### src/rtl/led_pkg.sv
// Shared types and reset defaults for the multi-channel LED pattern generator.
// Channel modes are encoded so that a raw 2-bit config field casts directly to led_mode_t.
package led_pkg;

   typedef enum logic [1:0] {
      LED_OFF     = 2'd0,
      LED_ON      = 2'd1,
      LED_BLINK   = 2'd2,
      LED_BREATHE = 2'd3
   } led_mode_t;

   localparam int        DEF_PERIOD = 1000;
   localparam int        DEF_ON     = 500;
   localparam led_mode_t DEF_MODE   = LED_BLINK;

endpackage

### src/rtl/led_tick_gen.sv
// Timebase prescaler: counts 0..TICK_DIV-1 and flags the last count as a one-cycle tick.
// TICK_DIV must be at least 2 so that tick is a true single-cycle pulse.
module led_tick_gen
   import led_pkg::*;
#(
   parameter int TICK_DIV = 12_000
) (
   input  logic clk,
   input  logic rst_n,
   output logic tick
);

   localparam int            CW   = (TICK_DIV > 1) ? $clog2(TICK_DIV) : 1;
   localparam logic [CW-1:0] LAST = CW'(TICK_DIV - 1);

   logic [CW-1:0] count;

   always_ff @(posedge clk or negedge rst_n) begin
      if (!rst_n) begin
         count <= '0;
      end else if (count == LAST) begin
         count <= '0;
      end else begin
         count <= count + CW'(1);
      end
   end

   assign tick = (count == LAST);

endmodule

### src/rtl/led_pattern_gen.sv
// N_CH independent LED channels (OFF/ON/BLINK/BREATHE) sharing one millisecond tick
// and one free-running PWM carrier; every LED pin is driven from a flop.
module led_pattern_gen
   import led_pkg::*;
#(
   parameter int CLK_HZ   = 12_000_000,
   parameter int TICK_HZ  = 1000,
   parameter int N_CH     = 4,
   parameter int TW       = 16,
   parameter int PWM_BITS = 8
) (
   input  logic                                          clk,
   input  logic                                          rst_n,
   input  logic                                          cfg_we,
   input  logic [((N_CH > 1) ? $clog2(N_CH) : 1)-1:0]    cfg_ch,
   input  logic [1:0]                                    cfg_mode,
   input  logic [TW-1:0]                                 cfg_period,
   input  logic [TW-1:0]                                 cfg_on,
   input  logic                                          sync,
   output logic                                          tick,
   output logic [N_CH-1:0]                               led
);

   localparam int                  TICK_DIV = CLK_HZ / TICK_HZ;
   localparam int                  CH_W     = (N_CH > 1) ? $clog2(N_CH) : 1;
   localparam logic [PWM_BITS-1:0] LVL_MAX  = '1;

   // Wrapping phase step; the >= compare also pulls a phase left above a shrunk period back to 0.
   function automatic logic [TW-1:0] phase_step(input logic [TW-1:0] phase,
                                                input logic [TW-1:0] period);
      if (period == '0) begin
         return '0;
      end
      if (phase >= period - TW'(1)) begin
         return '0;
      end
      return phase + TW'(1);
   endfunction

   logic [PWM_BITS-1:0] carrier;
   logic [N_CH-1:0]     led_next;

   led_tick_gen #(
      .TICK_DIV (TICK_DIV)
   ) u_tick (
      .clk   (clk),
      .rst_n (rst_n),
      .tick  (tick)
   );

   always_ff @(posedge clk or negedge rst_n) begin
      if (!rst_n) begin
         carrier <= '0;
      end else begin
         carrier <= carrier + PWM_BITS'(1);
      end
   end

   for (genvar i = 0; i < N_CH; i++) begin : g_ch
      led_mode_t           mode;
      logic [TW-1:0]       period;
      logic [TW-1:0]       on_time;
      logic [TW-1:0]       phase;
      logic [PWM_BITS-1:0] level;
      logic                dir_down;
      logic                wr;
      logic                clr;
      logic                ch_next;

      // Out-of-range channel numbers simply match no channel.
      assign wr  = cfg_we && (cfg_ch == CH_W'(i));
      assign clr = wr || sync;

      always_ff @(posedge clk or negedge rst_n) begin
         if (!rst_n) begin
            mode    <= DEF_MODE;
            period  <= TW'(DEF_PERIOD);
            on_time <= TW'(DEF_ON);
         end else if (wr) begin
            mode    <= led_mode_t'(cfg_mode);
            period  <= cfg_period;
            on_time <= cfg_on;
         end
      end

      // Clearing wins over a coincident tick so a restarted pattern begins at phase 0.
      always_ff @(posedge clk or negedge rst_n) begin
         if (!rst_n) begin
            phase    <= '0;
            level    <= '0;
            dir_down <= 1'b0;
         end else if (clr) begin
            phase    <= '0;
            level    <= '0;
            dir_down <= 1'b0;
         end else if (tick) begin
            phase <= phase_step(phase, period);
            if (!dir_down) begin
               level <= level + PWM_BITS'(1);
               if (level == LVL_MAX - PWM_BITS'(1)) begin
                  dir_down <= 1'b1;
               end
            end else begin
               level <= level - PWM_BITS'(1);
               if (level == PWM_BITS'(1)) begin
                  dir_down <= 1'b0;
               end
            end
         end
      end

      always_comb begin
         ch_next = 1'b0;
         case (mode)
            LED_OFF:     ch_next = 1'b0;
            LED_ON:      ch_next = 1'b1;
            LED_BLINK:   ch_next = (period != '0) && (phase < on_time);
            LED_BREATHE: ch_next = (level > carrier);
            default:     ch_next = 1'b0;
         endcase
      end

      assign led_next[i] = ch_next;
   end

   always_ff @(posedge clk or negedge rst_n) begin
      if (!rst_n) begin
         led <= '0;
      end else begin
         led <= led_next;
      end
   end

endmodule

### config.mk
export PLATFORM = sky130hd
export DESIGN_NAME = led_pattern_gen
export DESIGN_NICKNAME = d
export VERILOG_FILES = /design/src/rtl/led_pkg.sv /design/src/rtl/led_tick_gen.sv /design/src/rtl/led_pattern_gen.sv
export SDC_FILE = /design/constraint.sdc
export NUM_CORES = 1
export LEC_CHECK = 0
export ABC_AREA = 1
export BUFFER_PORTS_ARGS = -buffer_cell sky130_fd_sc_hd__buf_2
export CELL_PAD_IN_SITES_DETAIL_PLACEMENT = 0
export CELL_PAD_IN_SITES_GLOBAL_PLACEMENT = 1
export CORE_MARGIN = 4
export CORE_UTILIZATION = 40
export DETAILED_ROUTE_END_ITERATION = 10
export GPL_ROUTABILITY_DRIVEN = 1
export PLACE_DENSITY_LB_ADDON = 0.2
export SYNTH_ARGS = -nofsm -noshare
export SYNTH_HDL_FRONTEND = slang
export SYNTH_SLANG_ARGS = --single-unit
export TNS_END_PERCENT = 30
### constraint.sdc
create_clock -name clk -period 7.2 [get_ports clk]
set_input_delay 1.44 -clock clk [delete_from_list [all_inputs] [get_ports clk]]
set_output_delay 1.44 -clock clk [all_outputs]
set_load 0.02 [all_outputs]
# Yosys cells after proc, flatten, opt, wreduce, memory -nomap -nowiden

Index checks and enable logic that the tools add are counted.

Bits in registers: 262
Output and inout port bits: 5
Word-level logic and storage cells: 199

Add/sub/neg operators: 18
$lt $le $gt $ge: 12
Eq/ne operators: 24
Multiplexer cells: 89
Reductions and logical operators: 29

Operators by type and width:

| cell                  | number |
|---|---|
| $mux 16               | 24 |
| $mux 8                | 12 |
| $add 16x1->16 const B | 4 |
| $ge 16x16->1          | 4 |
| $logic_not 16->1      | 4 |
| $lt 16x16->1          | 4 |
| $reduce_bool 16->1    | 4 |
| $sub 16x1->16 const B | 4 |
| $mux 1                | 48 |
| $add 8x1->8 const B   | 5 |
| $eq 8x1->1 const B    | 4 |
| $eq 8x8->1 const B    | 4 |
| $gt 8x8->1            | 4 |
| $sub 8x1->8 const B   | 4 |
| $eq 2x2->1 const B    | 10 |
| $pmux 1 s4            | 4 |
| $add 14x1->14 const B | 1 |
| $eq 14x14->1 const B  | 1 |
| $mux 14               | 1 |
| $eq 2x1->1 const B    | 5 |
| $logic_not 2->1       | 5 |
| $logic_and 1x1->1     | 8 |
| $reduce_bool 2->1     | 4 |
| $logic_or 1x1->1      | 4 |

# Longest topological paths before layout

Gate-level depths: netlist of the first run.

Depth after elaboration: 11
Depth in mapped cells: 20
Gate-level depth less buffers: 20

# By module

From an unflattened synthesis of the first run, not the netlist that was laid out.

Cells, all modules: 2,224
Area total of the unflattened synthesis: 17,347.9 um^2

Modules (own cells, without submodules):

| module          | instances | cells each | area an instance (um^2) | sequential area each (um^2) |
|---|---|---|---|---|
| led_pattern_gen | 1         | 2,113      | 16,519.6                | 6,271.0 |
| led_tick_gen    | 1         | 111        | 828.3                   | 350.3 |

# Worst setup path before layout of the first run

No wires, ideal clock.

Kind: reg2out
Start: reg u_tick.count[0]
End: out tick
Arrival: 1.203 ns
Data required time: 5.760 ns
Setup slack: 4.557 ns
Cell stages (with the launch flop): 7
Buffers on the path: 1
Path through: dfrtp_1 -> ha_1 -> nand3_1 -> nor3_1 -> nand2_1 -> inv_1 -> buf_4

Cells in the longest elaborated chain, start to end: 1

RTL lines:

| element                  | line                  | RTL |
|---|---|---|
| start: declaration       | led_tick_gen.sv:16    | `logic [CW-1:0] count;` |
| start signal: assignment | led_tick_gen.sv:24    | `count <= count + CW'(1);` |
| $eq 14x14->1             | led_tick_gen.sv:28    | `assign tick = (count == LAST);` |
| end: declaration         | led_pattern_gen.sv:20 | `output logic tick,` |

No other way between the ends.

# Worst setup path after layout of the first run

Ends and elaborated chain as after synthesis.

==> impl_metrics.ini, run 1 <==
[detailed_routing]
drtPass1Iterations = 7
drc = 0
drt-wirelength-per-cell_microns = 16.7
vias = 14200
routed_via_density = 5.05
routed_wl_mm = 47.0
initialDrtViolationCount = 877
ant_nets = 0

[worst_hold_path]
worstHoldPathCells = 1
holdCritPathClass = register to register

[yosys]
syn_inst = 2207
synth_flop_cell = dfrtp_1
synth-async-reset-ratio = 1.00
yosysWarningCount = 0
synth_cell_type_count = 55
ys_seq_area_frac = 0.386
syn-cell-area_sq_mm = 0.0172
synth_nets = 2429
synth_area_per_cell_sq_um = 7.78
synth_top_cell_by_area = dfrtp_1
synth_edf_count = 0
synthTopCellsByArea = dfrtp_1 31%, ha_1 13%, nand2_1 11%
ys_seq_elements = 262
yosysTopAreaCellShare = 0.306

[global_routing]
grt_use_total = 0.205
antenna_found_initial = 1
grt_pass1_vias = 13900
grt_overflow_total = 0
grt_max_degree = 161
grt_pass1_wl_mm = 76.5

[sta]
setup_viol_count_final = 0
finalSetupTns_ns = 0
worstMarginPinSlew_ns = 0.890
skew_ns = 0.0206
final-hold-violation-count = 0
fmax_mhz = 242
fin_crit_sh = 0.575
drv_slew = 0
max-slew-margin-rel = 0.407
rsz0062_at_grt = no
finalCriticalPeriod_ns = 4.14
finalWorstSetupSlack_ns = 3.06

[finish]
n_antenna_cell = 0
final_util = 0.452
area_growth_pct = 11.0
final_layout_size_suffix_gt1_frac = 0.0854
final_nets = 2469

[outcome]
outcome = finished clean

[critical_path]
worstPathMaxFanout = 13
critical_path_arrival_ns = 2.70
worst_r2r_startpoint = g_ch[0].period[2]
startpoint_type = register
r2r_cells = 15
crit_start = u_tick.count[0]
r2r_slack_ns = 3.85
critPathKind = register to primary output
timing.rr.end = g_ch[0].phase[1]
crit_required_ns = 5.76
crit_path_end = tick
endpoint_kind = primary output

[floorplan]
core_region_area_sq_mm = 0.0422
io_pins = 45
num_rows = 75
dieArea_sq_mm = 0.0463
start_util = 0.407
die_h_microns = 215
die_w_microns = 215

[power_and_ir_drop]
leakagePower_nw = 9.53
peakVddDrop_mv = 0.146
power.density_mw_per_mm2 = 222

[clock_tree]
cts_sinks = 262
cts_inserted_buffers = 34
root_buffer = clkbuf_16
ctsHoldBuffers = 0
clk_latency_ns = 0.53
cts_resized = 0
h-tree-depth = 2
path_clk_slew_ns = 0.06
post-cts-setup-buffers = 0
tritoncts = yes
clk_path_buf_depth = 3

[place]
io_buffers = 44
post-dp-hpwl_mm = 34.9
gp_congestion = 0.845
pre_cts_ws_ns = 3.53

[flow_run]
timing.max_cap.violations = 0
worst max-delay path, cell delays in order, from the launching register on:
cell	delay, ns
dfrtp_1	0.37
ha_1	0.20
nand3_1	0.18
nor3_1	0.17
nand2_1	0.32
inv_1	0.64
buf_2	0.29
power breakdown:
part	switching, mW	internal, mW	total (mW)
clock	0.676	1.10	1.77
combinational	0.446	0.253	0.699
sequential	0.111	1.64	1.76
state kept, by name, summed over array words and instances, names as in the netlist:
register       cells
g_ch.mode          8
g_ch.period       64
g_ch.dir_down      4
g_ch.level        32
u_tick.count      14
led                4
carrier            8
g_ch.phase        64
g_ch.on_time      64
Yosys cell counts, drive strengths merged (2+ instances only):
library cell,n
xor2,75
o21ai,218
inv,314
buf,16
o211a,2
o21a,5
nand3,111
ha,182
dfrtp,210
or2,6
o211ai,7
o31ai,2
clkbuf,29
nor3b,4
nor3,37
o22ai,8
a21o,3
nand4,43
a31oi,5
o21bai,7
dfstp,52
nor2,224
nor4,8
nand2,492
xnor2,32
a211oi,6
a21oi,99
nand3b,4
how the worst min path moves through the flow:
stage / startpoint / end / slack, ns
after floorplan: u_tick.count[0] / u_tick.count[0] / 0.42
after global placement: u_tick.count[0] / u_tick.count[0] / 0.45
after detailed placement: u_tick.count[0] / u_tick.count[0] / 0.45
after CTS: u_tick.count[0] / u_tick.count[0] / 0.46
after global routing: u_tick.count[12] / u_tick.count[12] / 0.48
final: u_tick.count[0] / u_tick.count[0] / 0.46
cells by family (layout without fill, tap and decap cells):
logic type | count (synthesis) | count (layout) | synth area share
adders and majority gates | 182 | 182 | 0.133
and+or+nand+nor | 932 | 932 | 0.232
xor gates and xnor gates | 107 | 107 | 0.0546
AOI/OAI and AO/OA | 365 | 365 | 0.114
DFF | 262 | 262 | 0.386
buffers and inverters | 359 | 424 | 0.0817
placed cells by master (no fill, tap or decap), types with 5 or more instances in the layout:
cell,n
o22ai_1,8
xor2_1,75
or2_2,5
a21oi_1,98
inv_2,7
o21ai_0,213
nand3_1,109
dfrtp_1,210
clkbuf_16,35
o21bai_1,7
nor2_1,216
nand4_1,42
buf_2,43
xnor2_1,32
nor3_1,34
ha_1,182
inv_1,306
nand2_2,5
clkinv_2,6
clkbuf_8,6
o211ai_1,7
a31oi_1,5
clkbuf_1,8
nor4_1,8
dfstp_2,52
o21a_1,5
nand2_1,485
a211oi_1,5
metrics by stage:
| step | hold slack (ns) | total power [mW] | cells | cell area (sq um) |
|---|---|---|---|---|
| finish | 0.459 | 4.23 | 2811 | 19100 |
| global route | 0.482 | 4.49 | 2811 | 19100 |
| CTS | 0.461 | 4.29 | 2811 | 19100 |
| detailed placement | 0.454 | 2.49 | 2750 | 17900 |
| global placement | 0.446 | 2.47 | 2750 | 17900 |
| floorplan | 0.423 | 2.25 | 2207 | 17200 |
cell type report:
type / instances / area (sq um)
Sequential cell: 262 / 6620
Inverter: 314 / 1180
Clock inverter: 12 / 166
Fill cell: 4326 / 23200
Multi-Input combinational cell: 1586 / 9160
Clock buffer: 49 / 988
Tap cell: 539 / 674
Timing Repair Buffer: 49 / 280
routing by layer:
metal  track usage  routed length (microns)  vias up
met5             0                        0        -
met2         0.326                    21000      239
li1              -                        -     7272
met4        0.0505                      985        0
met3        0.0277                     1690       59
met1         0.296                    23300     6638
No activity file was read; power rests on OpenSTA's default activity.
==> run 2, diff against run 1 <==
==> constraint.sdc (replaced) <==
create_clock -name clk -period 4 [get_ports clk]
set_input_delay 0.8 -clock clk [delete_from_list [all_inputs] [get_ports clk]]
set_output_delay 0.8 -clock clk [all_outputs]
set_load 0.02 [all_outputs]
==> impl_metrics.ini, run 2 (synthesis results as in run 1) <==
[outcome]
outcome = finished clean

[detailed_routing]
drtPass1Iterations = 5
drc = 0
vias = 14200
drt-wirelength-per-cell_microns = 16.7
initialDrtViolationCount = 940
routed_via_density = 5.05
routed_wl_mm = 47.0
ant_nets = 0

[sta]
final-hold-violation-count = 0
drv_slew = 0
finalSetupTns_ns = 0
rsz0062_at_grt = no
finalWorstSetupSlack_ns = 0.833
fmax_mhz = 316
fin_crit_sh = 0.792
skew_ns = 0.0220
setup_viol_count_final = 0
max-slew-margin-rel = 0.595
worstMarginPinSlew_ns = 0.608
finalCriticalPeriod_ns = 3.17

[critical_path]
timing.rr.end = g_ch[0].phase[13]
worstPathMaxFanout = 10
worst_r2r_startpoint = g_ch[0].period[2]
endpoint_kind = register
critical_path_arrival_ns = 3.61
worst-path-buf-inv = 0
r2r_slack_ns = 0.83
critPathKind = register to register
crit_required_ns = 4.44
slowest_delay_ns = 0.41
crit_family = simple AND/OR/NAND/NOR gates
crit_chain = nor2_1 -> nand2_1 -> nor3_2 -> nand2_1 -> nor3b_2 -> nand2_1 -> xor2_1 -> ha_1 -> a21oi_1 -> nor2_1 -> nor3_1 -> nand2_1 -> a21oi_2 -> nand3_1 -> o21ai_0
startpoint_type = register
r2r_cells = 15
slowest_stage = dfrtp_1
worst_path_most_repeated_cell = nand2_1

[finish]
largestRegisters = g_ch.on_time: 64 flops, g_ch.period: 64 flops, g_ch.phase: 64 flops
instances_no_fill = 2817
final_layout_size_suffix_gt1_frac = 0.0860
layout_common_cells = 485 x nand2_1, 306 x inv_1, 216 x nor2_1
area_growth_pct = 11.5
final_nets = 2475
n_antenna_cell = 0
final_common_cell = nand2_1

[power_and_ir_drop]
peakVddDrop_mv = 0.307
switching_share = 0.288
internal-power_mw = 5.48
pwr-share-clk = 0.424
p_seq_frac = 0.411
netSwitchingPower_mw = 2.22
leakagePower_nw = 9.57
combPwrFrac = 0.165
power.density_mw_per_mm2 = 402

[clock_tree]
post-cts-setup-buffers = 0
h-tree-depth = 2
cts_sinks = 262
tritoncts = yes
path_clk_slew_ns = 0.05
clk_path_buf_depth = 3
ctsHoldBuffers = 0
root_buffer = clkbuf_16
cts_inserted_buffers = 35
clk_latency_ns = 0.54
cts_resized = 0

[floorplan]
die_h_microns = 215
core_region_area_sq_mm = 0.0422
start_util = 0.407
die_w_microns = 215
dieArea_sq_mm = 0.0463
io_pins = 45
num_rows = 75

[place]
pre_cts_ws_ns = 0.824
placed_cells = 2755
post-dp-hpwl_mm = 35.2
io_buffers = 44
gp_congestion = 0.831

[global_routing]
antenna_found_initial = 0
grt_max_degree = 75
grt_pass1_wl_mm = 76.6
grt_overflow_total = 0
grt_use_total = 0.206
grt_pass1_vias = 13900

[flow_run]
timing.max_cap.violations = 0

[worst_hold_path]
holdCritPathClass = input pin to asynchronous set/reset pin
-- run 2: cell types whose count changed in the layout (fill, tap and decap cells not counted), sizes merged --
| cell | before | now |
|---|---|---|
| buf | 49 | 54 |
| clkbuf | 49 | 55 |
| clkinv | 6 | 2 |
| inv | 315 | 314 |
-- run 2: worst max-delay path by stage --
stage	startpoint	end	slack [ns]	depth (start not counted)
6_report	g_ch[0].period[2]	g_ch[0].phase[13]	0.83	15
5_1_grt	g_ch[2].period[2]	g_ch[2].phase[11]	0.48	15
4_1_cts	g_ch[0].period[2]	g_ch[0].phase[13]	0.79	15
3_5_place_dp	g_ch[0].period[2]	g_ch[0].phase[13]	0.82	15
3_3_place_gp	g_ch[0].period[2]	g_ch[0].phase[13]	0.96	15
2_1_floorplan	g_ch[2].period[2]	g_ch[2].phase[11]	1.36	15
-- run 2: power by group through the flow --
stage                     registers, mW  logic [mW]  clock network, mW
after detailed placement           3.21        1.29                  0
after CTS                          3.17        1.30               3.36
after floorplan                    3.15       0.900                  0
after global routing               3.20        1.51               3.47
final                              3.17        1.27               3.27
after global placement             3.20        1.26                  0
-- run 2: worst reg2reg max path: stages, from the launching register on --
cell,delay [ns]
dfrtp_1,0.41
nor2_1,0.10
nand2_1,0.10
nor3_2,0.18
nand2_1,0.14
nor3b_2,0.27
nand2_1,0.10
xor2_1,0.15
ha_1,0.29
a21oi_1,0.18
nor2_1,0.05
nor3_1,0.14
nand2_1,0.09
a21oi_2,0.41
nand3_1,0.25
o21ai_0,0.22
-- run 2: metal layers --
metal,track usage,vias up,routed length (microns)
met1,0.290,6695,22600
met5,0,-,0
li1,-,7267,-
met3,0.0345,54,1830
met2,0.334,201,21600
met4,0.0475,0,933
-- run 2: stage by stage --
stage	util	total power, mW	instance area, sq um	hold WS [ns]
floorplan	-	4.05	17200	0.423
global route	0.454	8.17	19200	0.251
detailed placement	0.425	4.50	18000	0.453
CTS	0.454	7.82	19200	0.221
global placement	0.425	4.46	18000	0.440
finish	0.454	7.70	19200	0.220
-- run 2: cell type report --
class                           instances  area (sq um)
Fill cell                            4337         23100
Multi-Input combinational cell       1586          9160
Sequential cell                       262          6620
Inverter                              314          1180
Clock buffer                           55          1050
Tap cell                              539           674
Timing Repair Buffer                   54           330
Clock inverter                          7           138
==> run 3, diff against run 2 <==
==> constraint.sdc (replaced) <==
create_clock -name clk -period 2.69 [get_ports clk]
set_input_delay 0.538 -clock clk [delete_from_list [all_inputs] [get_ports clk]]
set_output_delay 0.538 -clock clk [all_outputs]
set_load 0.02 [all_outputs]
==> impl_metrics.ini, run 3 (synthesis results as in run 1) <==
[finish]
area_growth_pct = 16.6
layout_common_cells = 476 x nand2_1, 299 x inv_1, 210 x dfrtp_1
postLayoutCellArea_sq_mm = 0.0200
final_nets = 2534
n_antenna_cell = 0
final_layout_size_suffix_gt1_frac = 0.142
largestRegisters = g_ch.on_time: 64 flops, g_ch.period: 64 flops, g_ch.phase: 64 flops
final_common_cell = nand2_1

[global_routing]
grt_overflow_total = 0
grt_use_total = 0.208
grt_max_degree = 75
grt_pass1_vias = 14500
grt_pass1_wl_mm = 77.9
antenna_found_initial = 0

[critical_path]
critical_path_arrival_ns = 3.21
crit_start = g_ch[1].period[1]
slowest_stage = dfrtp_1
critPathKind = register to register
worst-path-buf-inv = 2
crit_family = simple AND/OR/NAND/NOR gates
crit_path_end = g_ch[1].phase[3]
crit_cells = 19
crit_required_ns = 3.16
worst_r2r_startpoint = g_ch[1].period[1]
endpoint_kind = register
worstPathMaxFanout = 5
worst_path_most_repeated_cell = nor2_2
timing.rr.end = g_ch[1].phase[3]
slowest_delay_ns = 0.40
startpoint_type = register
r2r_cells = 19
r2r_slack_ns = -0.04
crit_chain = nor2_2 -> nand2_1 -> nor2_2 -> nand2_2 -> nor2_4 -> nand3_4 -> nor2_4 -> buf_4 -> xor2_2 -> ha_1 -> nand2_1 -> a21oi_2 -> nor2_1 -> nor2b_1 -> nand2_1 -> nor2_2 -> nor2_4 -> clkbuf_16 -> nor2_2

[detailed_routing]
drtPass1Iterations = 5
routed_via_density = 5.09
initialDrtViolationCount = 907
ant_nets = 0
drc = 0
drt-wirelength-per-cell_microns = 16.7
vias = 14600
routed_wl_mm = 48.1

[sta]
worstMarginPinSlew_ns = 0.650
timing.hold.ws_ns = -0.0000263
fmax_mhz = 366
finalWorstSetupSlack_ns = -0.0433
rsz0062_at_grt = yes
skew_ns = 0.0176
finalSetupTns_ns = -0.260
fin_crit_sh = 1.02
finalCriticalPeriod_ns = 2.73
final-hold-violation-count = 1
max-slew-margin-rel = 0.567
drv_slew = 0
setup_viol_count_final = 10

[clock_tree]
cts_sinks = 262
clk_path_buf_depth = 3
root_buffer = clkbuf_16
path_clk_slew_ns = 0.06
cts_inserted_buffers = 35
ctsHoldBuffers = 0
h-tree-depth = 2
tritoncts = yes
clk_latency_ns = 0.54

[power_and_ir_drop]
total_power_mw = 11.5
power.density_mw_per_mm2 = 575
peakVddDrop_mv = 0.379
leakagePower_nw = 9.90

[floorplan]
io_pins = 45
die_h_microns = 215
dieArea_sq_mm = 0.0463
die_w_microns = 215
num_rows = 75
start_util = 0.407
core_region_area_sq_mm = 0.0422

[flow_run]
timing.max_cap.violations = 0

[place]
post-dp-hpwl_mm = 36.2
pre_cts_ws_ns = -0.117
place_area_sq_mm = 0.0184
io_buffers = 44
gp_congestion = 0.826

[outcome]
violations = hold timing, setup timing
outcome = finished, violations left

[worst_hold_path]
holdCritPathClass = input pin to asynchronous set/reset pin
## run 3: worst min path at each step
stage	slack (ns)	cells past startpoint	startpoint	endpoint
6_report	-0.00003	1	rst_n	u_tick.count[6]
5_1_grt	0.04	1	rst_n	u_tick.count[7]
4_1_cts	0.007	1	rst_n	u_tick.count[6]
3_5_place_dp	0.45	1	u_tick.count[0]	u_tick.count[0]
3_3_place_gp	0.44	1	u_tick.count[0]	u_tick.count[0]
2_1_floorplan	0.24	0	rst_n	carrier[0]
## run 3: layer usage
layer / part of all wire / wire [microns] / GRT usage / up-vias
met5: 0 / 0 / 0 / -
met4: 0.039 / 1870 / 0.0825 / 0
met3: 0.043 / 2050 / 0.0328 / 94
met2: 0.45 / 21500 / 0.327 / 267
met1: 0.47 / 22600 / 0.289 / 6875
li1: - / - / - / 7405
## run 3: final cells by class
type,instances,area (sq um)
multi-input cells,1587,9550
clock inverters,3,40.0
flip-flops and latches,262,6620
well taps,539,674
fillers,4151,22200
inverters,314,1180
repair buffers,112,848
clock buffers,60,1100
## run 3: timing repair
action / in CTS / in global routing
buffers inserted: 5 / 6
endpoints found under the setup margin: 47 / 64
gates resized for setup: 21 / 88
cloned: 0 / 2
pin swaps: 11 / 42
## run 3: power breakdown
part / leakage, nW / internal [mW] / switching, mW
sequential: 3.31 / 4.40 / 0.308
clock: 0.559 / 2.87 / 1.79
combinational: 6.03 / 0.842 / 1.32
total: 9.90 / 8.11 / 3.41
## run 3: stage by stage
stage,util,hold slack (ns),std cells
after floorplan,-,0.242,2207
after global placement,0.435,0.440,2801
after detailed placement,0.435,0.446,2801
after CTS,0.465,0.00703,2869
after global routing,0.474,0.0441,2877
final,0.474,-0.0000263,2877
